$ cat src/rtl/l2_arbiter.sv
`default_nettype none
// ============================================================================
// Module   : l2_arbiter
// Brief    : Shares the unified L2 between the L1 I-cache and the L1 D-cache,
//            one latched transaction at a time, with registered L2 strobes.
// Options  : ARB_ROUND_ROBIN_EN - alternating I/D priority on ties
//            (undefined: the D-cache always wins ties).
// Revision : 1.0 - initial release
// ============================================================================
module l2_arbiter #(
    parameter int ADDR_W = 16,
    parameter int LINE_W = 128
) (
    input  logic              clk,
    input  logic              reset,
    input  logic              i_read,
    input  logic [ADDR_W-1:0] i_addr,
    output logic [LINE_W-1:0] i_rdata,
    output logic              i_resp,
    input  logic              d_read,
    input  logic              d_write,
    input  logic [ADDR_W-1:0] d_addr,
    input  logic [LINE_W-1:0] d_wdata,
    output logic [LINE_W-1:0] d_rdata,
    output logic              d_resp,
    output logic              l2_read,
    output logic              l2_write,
    output logic [ADDR_W-1:0] l2_addr,
    output logic [LINE_W-1:0] l2_wdata,
    input  logic [LINE_W-1:0] l2_rdata,
    input  logic              l2_resp
);

    typedef enum logic [1:0] {
        IDLE   = 2'd0,
        BUSY_I = 2'd1,
        BUSY_D = 2'd2,
        RESP   = 2'd3
    } state_t;

    state_t              state_q, state_d;
    logic                l2_read_q, l2_read_d;
    logic                l2_write_q, l2_write_d;
    logic [ADDR_W-1:0]   l2_addr_q, l2_addr_d;
    logic [LINE_W-1:0]   l2_wdata_q, l2_wdata_d;
    logic [LINE_W-1:0]   i_rdata_q, i_rdata_d;
    logic [LINE_W-1:0]   d_rdata_q, d_rdata_d;
    logic                i_resp_q, i_resp_d;
    logic                d_resp_q, d_resp_d;

    logic                d_valid;
    logic                d_wins_tie;
    logic                pick_d;
    logic                pick_i;

    // Both D strobes high is malformed and counts as no D request.
    assign d_valid = d_read ^ d_write;
    assign pick_d  = d_valid && (!i_read || d_wins_tie);
    assign pick_i  = i_read && !pick_d;

`ifdef ARB_ROUND_ROBIN_EN
    logic prio_d_q, prio_d_d;   // 1: the D-cache wins the next tie

    always_comb begin
        prio_d_d = prio_d_q;
        if (state_q == IDLE && pick_d) begin
            prio_d_d = 1'b0;
        end else if (state_q == IDLE && pick_i) begin
            prio_d_d = 1'b1;
        end
    end

    always_ff @(posedge clk or posedge reset) begin
        if (reset) begin
            prio_d_q <= 1'b1;
        end else begin
            prio_d_q <= prio_d_d;
        end
    end

    assign d_wins_tie = prio_d_q;
`else
    assign d_wins_tie = 1'b1;
`endif

    always_comb begin
        state_d    = state_q;
        l2_read_d  = l2_read_q;
        l2_write_d = l2_write_q;
        l2_addr_d  = l2_addr_q;
        l2_wdata_d = l2_wdata_q;
        i_rdata_d  = i_rdata_q;
        d_rdata_d  = d_rdata_q;
        i_resp_d   = 1'b0;
        d_resp_d   = 1'b0;
        case (state_q)
            IDLE: begin
                if (pick_d) begin
                    state_d    = BUSY_D;
                    l2_read_d  = d_read;
                    l2_write_d = d_write;
                    l2_addr_d  = d_addr;
                    l2_wdata_d = d_wdata;
                end else if (pick_i) begin
                    state_d    = BUSY_I;
                    l2_read_d  = 1'b1;
                    l2_write_d = 1'b0;
                    l2_addr_d  = i_addr;
                end
            end
            BUSY_I: begin
                if (l2_resp) begin
                    state_d    = RESP;
                    i_rdata_d  = l2_rdata;
                    i_resp_d   = 1'b1;
                    l2_read_d  = 1'b0;
                    l2_write_d = 1'b0;
                end
            end
            BUSY_D: begin
                if (l2_resp) begin
                    state_d    = RESP;
                    d_rdata_d  = l2_rdata;
                    d_resp_d   = 1'b1;
                    l2_read_d  = 1'b0;
                    l2_write_d = 1'b0;
                end
            end
            // The response pulse is already registered; RESP only forces one
            // idle cycle before the next grant.
            RESP: begin
                state_d = IDLE;
            end
            default: begin
                state_d = IDLE;
            end
        endcase
    end

    always_ff @(posedge clk or posedge reset) begin
        if (reset) begin
            state_q    <= IDLE;
            l2_read_q  <= 1'b0;
            l2_write_q <= 1'b0;
            l2_addr_q  <= '0;
            l2_wdata_q <= '0;
            i_rdata_q  <= '0;
            d_rdata_q  <= '0;
            i_resp_q   <= 1'b0;
            d_resp_q   <= 1'b0;
        end else begin
            state_q    <= state_d;
            l2_read_q  <= l2_read_d;
            l2_write_q <= l2_write_d;
            l2_addr_q  <= l2_addr_d;
            l2_wdata_q <= l2_wdata_d;
            i_rdata_q  <= i_rdata_d;
            d_rdata_q  <= d_rdata_d;
            i_resp_q   <= i_resp_d;
            d_resp_q   <= d_resp_d;
        end
    end

    assign l2_read  = l2_read_q;
    assign l2_write = l2_write_q;
    assign l2_addr  = l2_addr_q;
    assign l2_wdata = l2_wdata_q;
    assign i_rdata  = i_rdata_q;
    assign d_rdata  = d_rdata_q;
    assign i_resp   = i_resp_q;
    assign d_resp   = d_resp_q;

endmodule

`default_nettype wire

$ cat config.mk
export PLATFORM = sky130hd
export DESIGN_NAME = l2_arbiter
export DESIGN_NICKNAME = d
export VERILOG_FILES = /design/src/rtl/l2_arbiter.sv
export SDC_FILE = /design/constraint.sdc
export NUM_CORES = 1
export LEC_CHECK = 0
export ABC_AREA = 0
export ABC_CLOCK_PERIOD_IN_PS = 14930
export BUFFER_PORTS_ARGS = -buffer_cell sky130_fd_sc_hd__buf_2
export CAP_MARGIN = 20
export CORE_AREA = 2 2 270 272
export CTS_CLUSTER_SIZE = 28
export DETAILED_ROUTE_END_ITERATION = 7
export DIE_AREA = 0 0 272 274
export PLACE_DENSITY = 0.47
export SYNTH_ARGS = -nofsm -noshare
export SYNTH_HDL_FRONTEND = slang
export SYNTH_SLANG_ARGS = --single-unit
$ cat constraint.sdc
create_clock -name clk -period 14.93 [get_ports clk]
set_input_delay 0.7465 -clock clk [delete_from_list [all_inputs] [get_ports clk]]
set_output_delay 0.7465 -clock clk [all_outputs]
set_load 0.05 [all_outputs]
== Yosys cells after proc, flatten, opt, wreduce, memory -nomap -nowiden ==
Index checks and enable logic that the tools add are counted.

* Register bits after elaboration: 406
* Logic and storage cells: 43

* Equal/unequal tests: 5
* Muxes and demuxes: 16
* Bitwise gates (word level): 1
* Reductions and logical operators: 12

{| class="wikitable"
|+ Operators by type and width
! cell !! count
|-
| 16-bit two-way mux || 2
|-
| 2-bit AND reduction || 5
|-
| 1-bit two-way mux || 8
|-
| 2-bit two-way mux || 3
|-
| 2-bit one-hot mux with 3 select lines || 1
|-
| 2-bit equality test (second input constant) || 2
|-
| 1-bit one-hot mux with 2 select lines || 2
|-
| 2-bit nonzero test || 2
|-
| 3-bit != test (second input constant) || 1
|-
| 3-bit AND reduction || 1
|-
| 2-bit by 1-bit equality test with 1-bit output (second input constant) || 1
|-
| 2-bit zero test || 1
|-
| 2-bit by 1-bit != test with 1-bit output (second input constant) || 1
|-
| 2-bit OR reduction || 1
|-
| 1-bit logical AND || 1
|-
| 1-bit zero test || 1
|-
| 1-bit XOR || 1
|}

== Logic depth before layout (Yosys ltp) ==
Gate-level depths: netlist of run 1.

* Word-level depth: 6
* Gate-level depth with buffers: 8
* Mapped depth without buffers: 5

== Worst setup path after synthesis of run 1 ==
No wires, ideal clock.

* Path kind: in2reg
* Start point: input d_read
* End point: register l2_wdata_q[110] (netlist: l2_wdata[110])
* Library setup time: 125 ps
* Arrival time: 1885 ps
* Data required time: 14805 ps
* Slack: 12920 ps
* Stages on the path: 6
* Cells stage by stage: inv_1 ha_1 nor2_4 buf_6 buf_6 mux2_4

* Word-level cells in the longest chain between the ends: 2

{| class="wikitable"
|+ RTL lines
! what !! RTL line !! source
|-
| start: declaration || 20 || <nowiki>input logic d_read,</nowiki>
|-
| 1-bit XOR || 57 || <nowiki>assign d_valid = d_read ^ d_write;</nowiki>
|-
| 2-bit AND reduction (no source line) || - ||
|-
| end signal: assignment || 156 || <nowiki>l2_wdata_q <= l2_wdata_d;</nowiki>
|-
| end: declaration || 45 || <nowiki>logic [LINE_W-1:0] l2_wdata_q, l2_wdata_d;</nowiki>
|}

Every way passes these cells.
A chain may end at the register's enable or synchronous reset.

== Final worst setup path of run 1 ==
* Start point: register state_q[0]
* End point: register l2_wdata_q[14] (netlist: l2_wdata[14])

* Word-level cells in the longest chain between the ends: 2

{| class="wikitable"
|+ RTL lines
! what !! RTL line !! source
|-
| start: declaration || 41 || <nowiki>state_t state_q, state_d;</nowiki>
|-
| start signal: assignment || 152 || <nowiki>state_q <= state_d;</nowiki>
|-
| 2-bit zero test || 96 || <nowiki>case (state_q)</nowiki>
|-
| 2-bit AND reduction (no source line) || - ||
|}

Every way passes these cells.

==> results.json, run 1 <==
{
  "cp-end-kind": "flip-flop",
  "numCtsBuffers": 47,
  "synthesis.area_um2": 15500,
  "r2r-start": "state_q[0]$_DFFE_PP0P_",
  "synth_most_common_cell": "dfrtp_1",
  "yosysTopAreaCell": "dfrtp_1",
  "yosys_warnings": 0,
  "grt_remaining_overflow": 0,
  "setup_viol": 0,
  "start_kind": "flip-flop",
  "maxCapViolCount": 0,
  "rr_worst_depth": 7,
  "drt_iter0_drc": 270,
  "grt_first_pass_wirelength_um": 71000,
  "htree_levels": 2,
  "post_cts_buffers": 0,
  "ctsLongestPathBuffers": 3,
  "synthArstFlopShare_pct": 100,
  "synth-edff-count": 0,
  "tightest_slew_ns": 0.952,
  "max_freq_mhz": 281,
  "syn2layout_area_growth_pct": 38.4,
  "clkSinkCount": 406,
  "worstPathArrival_ns": 4.01,
  "skew_ns": 0.0132,
  "chipWidth_um": 272,
  "first_pass_iters": 4,
  "via_per_inst": 3.96,
  "initial_core_util_pct": 21.5,
  "rsz0062_at_grt": "no",
  "dpl_cell_area_um2": 19900,
  "grt_pass1_vias": 11300,
  "stdcell_area_um2": 21400,
  "status": "complete, no violations",
  "io_buffer_count": 697,
  "crit_start": "state_q[0]$_DFFE_PP0P_",
  "antenna_found_initial": 8,
  "cp.required_ns": 15.37,
  "grt_max_degree": 104,
  "hpwlAfterDp_um": 36200,
  "min_period_over_period_pct": 23.9,
  "num_rows": 99,
  "syn_inst": 922,
  "vias": 10400,
  "cp_max_fo": 67,
  "finalMaxSlewViolations": 0,
  "die_y_um": 274,
  "synth_top_area_share_pct": 65.7,
  "synth_fp_nets": 1222,
  "tritoncts": "yes",
  "coreArea_um2": 72000,
  "ys.flop_type": "dfrtp_1",
  "slew_headroom_pct": 36.5,
  "insertion_delay_ns": 0.57,
  "dieArea_um2": 74500,
  "nNetsFinal": 1932,
  "netlist_top_cells_area": "dfrtp_1 (66%), mux2_2 (23%), mux2_1 (4.0%), buf_6 (1.3%), mux2i_1 (1.2%)",
  "finalWeightedCongestion": 0.813,
  "ioPinCount": 698,
  "synth_common_cells": "dfrtp_1 (406), mux2_2 (321), mux2_1 (55), a21oi_1 (32), buf_2 (21)",
  "clk_pin_slew_worst_paths_ns": 0.06,
  "synth_seq_cells": 406,
  "yosysUniqueCellTypes": 24,
  "grt.total_usage_pct": 12.5,
  "drc_errors": 0,
  "hold_class": "primary input to asynchronous set/reset pin",
  "min_period_ns": 3.56,
  "holdBufCountCts": 0,
  "crit_type": "flip-flop to flip-flop",
  "antenna_left": 0,
  "wirelength_um": 48600,
  "cts_root_buffer": "clkbuf_16",
  "syn_avg_cell_area_um2": 16.8,
  "post_drt_wl_per_cell_um": 18.5,
  "setup_tns_ns": 0,
  "drive_above_1_share_pct": 67.3,
  "hold_viol": 0,
  "seq_area_frac_synth_pct": 65.7,
  "cts_resized": 0
}
## final timing paths
kind	end	slack (ns)
setup / recovery	l2_wdata[14]$_DFFE_PP0P_	11.37
hold / removal	i_rdata[19]$_DFFE_PP0P_	0.32
setup reg to reg	l2_wdata[14]$_DFFE_PP0P_	11.37
hold reg to reg	l2_wdata[11]$_DFFE_PP0P_	0.48
max in group asynchronous	i_rdata[17]$_DFFE_PP0P_	12.61
min in group clk	d_rdata[58]$_DFFE_PP0P_	0.40
## layer usage
layer  part of all wire [%]  up-vias  global-route usage, %  routed length, um
met5                  0.049        -                      0                 24
met4                    2.5        4                   4.53               1220
met3                    7.2       73                   3.98               3500
met2                     52      354                   22.1              25400
met1                     38     5256                   14.1              18500
li1                       -     4687                      -                  -
## metrics by stage
stage | hold slack (ns) | setup slack, ns | cells | util (%)
2_1_floorplan | 0.506 | 2.89 | 922 | -
3_3_place_gp | 0.463 | 11.16 | 2542 | 27.6
3_5_place_dp | 0.471 | 11.16 | 2542 | 27.6
4_1_cts | 0.331 | 11.37 | 2616 | 29.7
5_1_grt | 0.361 | 11.20 | 2622 | 29.7
6_report | 0.321 | 11.37 | 2622 | 29.7
## flip-flops by register name (all words and copies together), names as in the netlist
name      count
i_rdata     128
l2_read       1
state_q       2
d_rdata     128
l2_write      1
d_resp        1
l2_addr      16
i_resp        1
l2_wdata    128
## critical path, cell delays in order (launching register included)
cell and delay (ns):
dfrtp_1 0.40, inv_1 0.11, ha_1 0.64, inv_2 0.15, nor2_4 0.11, buf_4 0.70
buf_4 0.79, mux2_2 0.42
## kinds of logic after synthesis
family	after synthesis	synth area share, %
buffers and inverters	57	2.57
AOI/OAI and AO/OA	37	1.21
adders and majority gates	6	0.486
muxes	404	29.5
and+or+nand+nor	12	0.453
DFF	406	65.7
## placed cells by master, fill, tap and decap left out, types with 4 or more instances in the layout
cell | Yosys | routed
diode_2 | 0 | 6
mux2i_1 | 18 | 18
a21oi_1 | 32 | 32
buf_4 | 6 | 12
clkbuf_1 | 2 | 6
clkbuf_16 | 0 | 48
buf_2 | 21 | 697
clkbuf_8 | 0 | 11
mux2_1 | 55 | 55
dfrtp_1 | 406 | 406
mux2_2 | 321 | 321
ha_1 | 6 | 6
nand2_1 | 4 | 4
mux2_4 | 10 | 10
inv_1 | 6 | 5
## layout make-up
cell class	count	area, um2
inverter	9	43.8
antenna	6	15.0
fill	7443	50600
multi-input combinational	459	4900
sequential	406	10200
clock buffer	65	1380
timing repair buffer	709	3580
clock inverter	9	116
tap	959	1200
Power of run 1 is left out: the tool's default activity adds up to more than one toggle a clock period on the data nets, which glitch-free logic cannot reach.
==> run 2: changes to the inputs <==
--- a/config.mk
+++ b/config.mk
@@ -6,13 +6,13 @@
 export NUM_CORES = 1
 export LEC_CHECK = 0
 export ABC_AREA = 0
-export ABC_CLOCK_PERIOD_IN_PS = 14930
+export ABC_CLOCK_PERIOD_IN_PS = 3200
 export BUFFER_PORTS_ARGS = -buffer_cell sky130_fd_sc_hd__buf_2
 export CAP_MARGIN = 20
-export CORE_AREA = 2 2 270 272
+export CORE_AREA = 2 2 274 276
 export CTS_CLUSTER_SIZE = 28
 export DETAILED_ROUTE_END_ITERATION = 7
-export DIE_AREA = 0 0 272 274
+export DIE_AREA = 0 0 276 278
 export PLACE_DENSITY = 0.47
 export SYNTH_ARGS = -nofsm -noshare
 export SYNTH_HDL_FRONTEND = slang
==> constraint.sdc (replaced) <==
create_clock -name clk -period 3.2 [get_ports clk]
set_input_delay 0.16 -clock clk [delete_from_list [all_inputs] [get_ports clk]]
set_output_delay 0.16 -clock clk [all_outputs]
set_load 0.05 [all_outputs]
==> run 2 against run 1 <==
Against the previous run:
- the flow now finishes with violations (design-rule violations)
- non-clock buffer count increased by 307
- via count rose by 12%
- critical path depth stayed put
- routed wire length is 5.7% higher
- critical endpoint is now l2_wdata[90]$_DFFE_PP0P_
==> results.json, run 2 (same netlist as run 1, synthesis figures left out) <==
{
  "max_freq_mhz": 417,
  "insertion_delay_ns": 0.56,
  "num_rows": 100,
  "violations": "design-rule violations",
  "wirelength_um": 51300,
  "setup_viol": 0,
  "grt_remaining_overflow": 0,
  "syn2layout_area_growth_pct": 59.1,
  "clkSinkCount": 406,
  "clk_pin_slew_worst_paths_ns": 0.06,
  "io_buffer_count": 697,
  "dieArea_um2": 76700,
  "grt_pass1_vias": 12900,
  "drt_iter0_drc": 300,
  "maxCapViolCount": 0,
  "grt.total_usage_pct": 13.0,
  "post_cts_buffers": 0,
  "hpwlAfterDp_um": 38100,
  "numCtsBuffers": 47,
  "hold_class": "primary input to flip-flop",
  "chipWidth_um": 276,
  "htree_levels": 2,
  "vias": 11600,
  "die_y_um": 278,
  "drive_above_1_share_pct": 57.5,
  "nFillCells": 7413,
  "final_common_cell": "buf_2",
  "antenna_left": 0,
  "initial_core_util_pct": 20.9,
  "worstPathArrival_ns": 2.84,
  "post_drt_wl_per_cell_um": 17.5,
  "rsz0062_at_grt": "no",
  "first_pass_iters": 8,
  "hold_viol": 0,
  "layout_common_cells": "buf_2 (697), dfrtp_1 (406), mux2_2 (321)",
  "cp.required_ns": 3.64,
  "multi_input_area_um2": 4900,
  "skew_ns": 0.0144,
  "finalWeightedCongestion": 0.851,
  "tightest_slew_ns": 0.887,
  "cp-end-kind": "flip-flop",
  "ctsLongestPathBuffers": 3,
  "crit_type": "flip-flop to flip-flop",
  "status": "complete, but fails checks",
  "ioPinCount": 698,
  "coreArea_um2": 73800,
  "antenna_found_initial": 2,
  "tritoncts": "yes",
  "hold_ws_ns": 0.0932,
  "via_per_inst": 3.94,
  "drc_errors": 30,
  "grt_first_pass_wirelength_um": 77800,
  "start_kind": "flip-flop",
  "min_period_over_period_pct": 74.9,
  "finalMaxSlewViolations": 0,
  "min_period_ns": 2.40,
  "cts_root_buffer": "clkbuf_16",
  "slew_headroom_pct": 40.9,
  "regArea_um2": 10200,
  "nNetsFinal": 2239,
  "cp_max_fo": 19,
  "grt_max_degree": 132
}
[run 2: metal layers]
layer	GRT usage, %	vias up	share of wire (%)
li1	-	5303	-
met1	14.9	5824	39
met2	23.4	352	52
met3	2.76	106	5.0
met4	5.41	2	3.9
met5	0	-	0.025
[run 2: metrics by stage]
step,setup WS [ns],cells,cell area [um2],utilization (%),setup TNS [ns]
floorplan,-2.43,922,15500,-,-986.45
global placement,0.821,2569,20200,27.3,0
detailed placement,0.764,2569,20200,27.3,0
CTS,0.750,2940,24600,33.3,0
global route,0.649,2941,24600,33.3,0
finish,0.804,2941,24600,33.3,0
[run 2: cell type report]
| type | count | share of cell area (%) |
|---|---|---|
| clock inverter | 10 | 0.483 |
| inverter | 9 | 0.163 |
| tap | 969 | 4.93 |
| timing repair buffer | 1016 | 27.4 |
| antenna | 1 | 0.0102 |
| clock buffer | 71 | 5.72 |
| multi-input combinational | 459 | 19.9 |
| sequential | 406 | 41.3 |
[run 2: what timing repair did]
action / in CTS / in global routing
hold buffers: 290 / 0
resized for setup: 0 / 0
hold endpoints to repair: 419 / 0
[run 2: path summary, 6_finish.rpt]
path | start | end | slack, ns | cells after the start
worst max-delay path | state_q[0]$_DFFE_PP0P_ | l2_wdata[90]$_DFFE_PP0P_ | 0.80 | 7
worst min-delay path | d_write | l2_write$_DFFE_PP0P_ | 0.09 | 4
worst max register to register | state_q[0]$_DFFE_PP0P_ | l2_wdata[90]$_DFFE_PP0P_ | 0.80 | 7
worst min register to register | i_rdata[42]$_DFFE_PP0P_ | i_rdata[42]$_DFFE_PP0P_ | 0.48 | 1
max in group asynchronous | reset | d_rdata[84]$_DFFE_PP0P_ | 1.82 | 4
min in group asynchronous | reset | i_rdata[24]$_DFFE_PP0P_ | 0.21 | 3
[run 2: worst max-delay path: stages, from the launching register on]
cell	delay, ns
dfrtp_1	0.40
inv_1	0.11
ha_1	0.15
buf_4	0.22
inv_2	0.09
nor2_4	0.54
buf_4	0.38
mux2_2	0.37
Power of run 2 is left out for the same reason.
==> run 3: changes to the inputs <==
--- a/config.mk
+++ b/config.mk
@@ -6,13 +6,13 @@
 export NUM_CORES = 1
 export LEC_CHECK = 0
 export ABC_AREA = 0
-export ABC_CLOCK_PERIOD_IN_PS = 3200
+export ABC_CLOCK_PERIOD_IN_PS = 2500
 export BUFFER_PORTS_ARGS = -buffer_cell sky130_fd_sc_hd__buf_2
 export CAP_MARGIN = 20
-export CORE_AREA = 2 2 274 276
+export CORE_AREA = 2 2 270 272
 export CTS_CLUSTER_SIZE = 28
 export DETAILED_ROUTE_END_ITERATION = 7
-export DIE_AREA = 0 0 276 278
+export DIE_AREA = 0 0 272 274
 export PLACE_DENSITY = 0.47
 export SYNTH_ARGS = -nofsm -noshare
 export SYNTH_HDL_FRONTEND = slang
==> constraint.sdc (replaced) <==
create_clock -name clk -period 2.5 [get_ports clk]
set_input_delay 0.125 -clock clk [delete_from_list [all_inputs] [get_ports clk]]
set_output_delay 0.125 -clock clk [all_outputs]
set_load 0.05 [all_outputs]
==> run 3 against run 2 <==
Against the previous run:
- the flow now finishes without violations
- worst setup slack got worse by 0.31 ns
- non-clock buffer count is 4 higher
- fmax rose by 19%
- worst hold slack got worse by 0.021 ns
==> results.json, run 3 (same netlist as run 1, synthesis figures left out) <==
{
  "status": "complete, no violations",
  "fin_cells": 2934,
  "grt_first_pass_wirelength_um": 76100,
  "hpwlAfterDp_um": 37500,
  "finalMaxSlewViolations": 0,
  "crit_type": "flip-flop to flip-flop",
  "via_per_inst": 3.98,
  "first_pass_iters": 4,
  "final_common_cell": "buf_2",
  "min_period_ns": 2.01,
  "multi_input_area_um2": 4900,
  "io_buffer_count": 697,
  "nFillCells": 7176,
  "antenna_found_initial": 4,
  "rsz0062_at_grt": "no",
  "drive_above_1_share_pct": 57.5,
  "hold_end": "l2_write$_DFFE_PP0P_",
  "post_cts_buffers": 0,
  "setup_viol": 0,
  "hold_class": "primary input to flip-flop",
  "clkSinkCount": 406,
  "worstPathArrival_ns": 2.45,
  "finalWeightedCongestion": 0.827,
  "grt_max_degree": 87,
  "cp_max_fo": 33,
  "tightest_slew_ns": 0.595,
  "coreArea_um2": 72000,
  "nNetsFinal": 2242,
  "chipWidth_um": 272,
  "ioPinCount": 698,
  "layout_common_cells": "buf_2 (697), dfrtp_1 (406), mux2_2 (321)",
  "hold_viol": 0,
  "die_y_um": 274,
  "dieArea_um2": 74500,
  "min_path_cells": 4,
  "tritoncts": "yes",
  "drt_iter0_drc": 300,
  "insertion_delay_ns": 0.57,
  "dp_cells": 2563,
  "slew_headroom_pct": 60.3,
  "wirelength_um": 51000,
  "r2r-start": "state_q[0]$_DFFE_PP0P_",
  "initial_core_util_pct": 21.5,
  "grt.total_usage_pct": 13.2,
  "r2r_end": "l2_wdata[125]$_DFFE_PP0P_",
  "min_period_over_period_pct": 80.4,
  "crit_slowest_cell": "nor2_4",
  "drc_errors": 0,
  "worstPathCellList": "inv_1 > ha_1 > inv_2 > nor2_4 > buf_12 > mux2_2",
  "setup_tns_ns": 0,
  "post_drt_wl_per_cell_um": 17.4,
  "htree_levels": 2,
  "regArea_um2": 10200,
  "maxCapViolCount": 0,
  "min_from": "i_read",
  "start_kind": "flip-flop",
  "skew_ns": 0.0157,
  "syn2layout_area_growth_pct": 58.9,
  "vias": 11700,
  "cp.required_ns": 2.94,
  "num_rows": 99,
  "ctsLongestPathBuffers": 3,
  "antenna_left": 0,
  "clk_pin_slew_worst_paths_ns": 0.06,
  "cts_root_buffer": "clkbuf_16",
  "rr_worst_depth": 6,
  "max_freq_mhz": 498,
  "cp-end-kind": "flip-flop",
  "reg2reg_slack_ns": 0.49,
  "critical_path.max_stage_delay_ns": 0.44,
  "grt_pass1_vias": 12800,
  "grt_remaining_overflow": 0,
  "numCtsBuffers": 46
}
[run 3: changes by cell type in the layout (fill, tap and decap cells not counted)]
cell | before | now
clkbuf_8 | 12 | 10
buf_4 | 18 | 23
clkbuf_16 | 48 | 47
inv_6 | 2 | 1
bufinv_16 | 2 | 3
clkinv_8 | 1 | 0
clkinvlp_4 | 1 | 2
buf_12 | 11 | 10
clkbuf_1 | 11 | 13
[run 3: cell type report]
class                   instances  area share [%]
diodes                          1          0.0102
clock buffers                  70            5.55
clock inverters                10           0.535
inverters                       9           0.163
multi-input cells             459            20.0
flip-flops and latches        406            41.4
well taps                     959            4.89
repair buffers               1020            27.5
[run 3: stage by stage]
| stage | hold WS, ns | utilization, % | setup WS (ns) | instance area (um2) |
|---|---|---|---|---|
| floorplan | 0.257 | - | -3.09 | 15500 |
| global placement | 0.235 | 28.0 | 0.418 | 20200 |
| detailed placement | 0.223 | 28.0 | 0.390 | 20200 |
| CTS | 0.0176 | 34.1 | 0.487 | 24600 |
| global route | 0.110 | 34.1 | 0.355 | 24600 |
| finish | 0.0725 | 34.1 | 0.490 | 24600 |
[run 3: critical path, delay by kind of cell, from the launching register on]
kind                     cells  cell delay, ns
buffers and inverters        3            0.47
flip-flops                   1            0.40
AND/OR/NAND/NOR              1            0.44
multiplexers                 1            0.37
adder cells (fa/ha/maj)      1            0.19
[run 3: metal layers]
layer  share of wire [%]  global-route usage (%)  wire [um]  up-vias
met4                 3.1                    4.87       1600        4
li1                    -                       -          -     5308
met5               0.047                       0         24        -
met3                 5.8                    3.14       2950       96
met1                  38                    15.1      19600     5905
met2                  53                    23.9      26800      376
[run 3: worst max path at each step]
stage / startpoint / to / slack [ns] / depth (start not counted)
floorplan: reset / d_rdata[0]$_DFFE_PP0P_ / -3.09 / 1
global placement: d_read / l2_wdata[14]$_DFFE_PP0P_ / 0.42 / 6
detailed placement: d_read / l2_wdata[125]$_DFFE_PP0P_ / 0.39 / 6
CTS: state_q[1]$_DFFE_PP0P_ / l2_wdata[125]$_DFFE_PP0P_ / 0.49 / 6
global route: state_q[1]$_DFFE_PP0P_ / l2_wdata[125]$_DFFE_PP0P_ / 0.35 / 6
finish: state_q[0]$_DFFE_PP0P_ / l2_wdata[125]$_DFFE_PP0P_ / 0.49 / 6
[run 3: what timing repair did]
item,in CTS,in global routing
hold endpoints to repair,404,0
setup endpoints to repair,0,0
hold buffers,290,0
resized for setup,0,0
Power of run 3 is left out for the same reason.
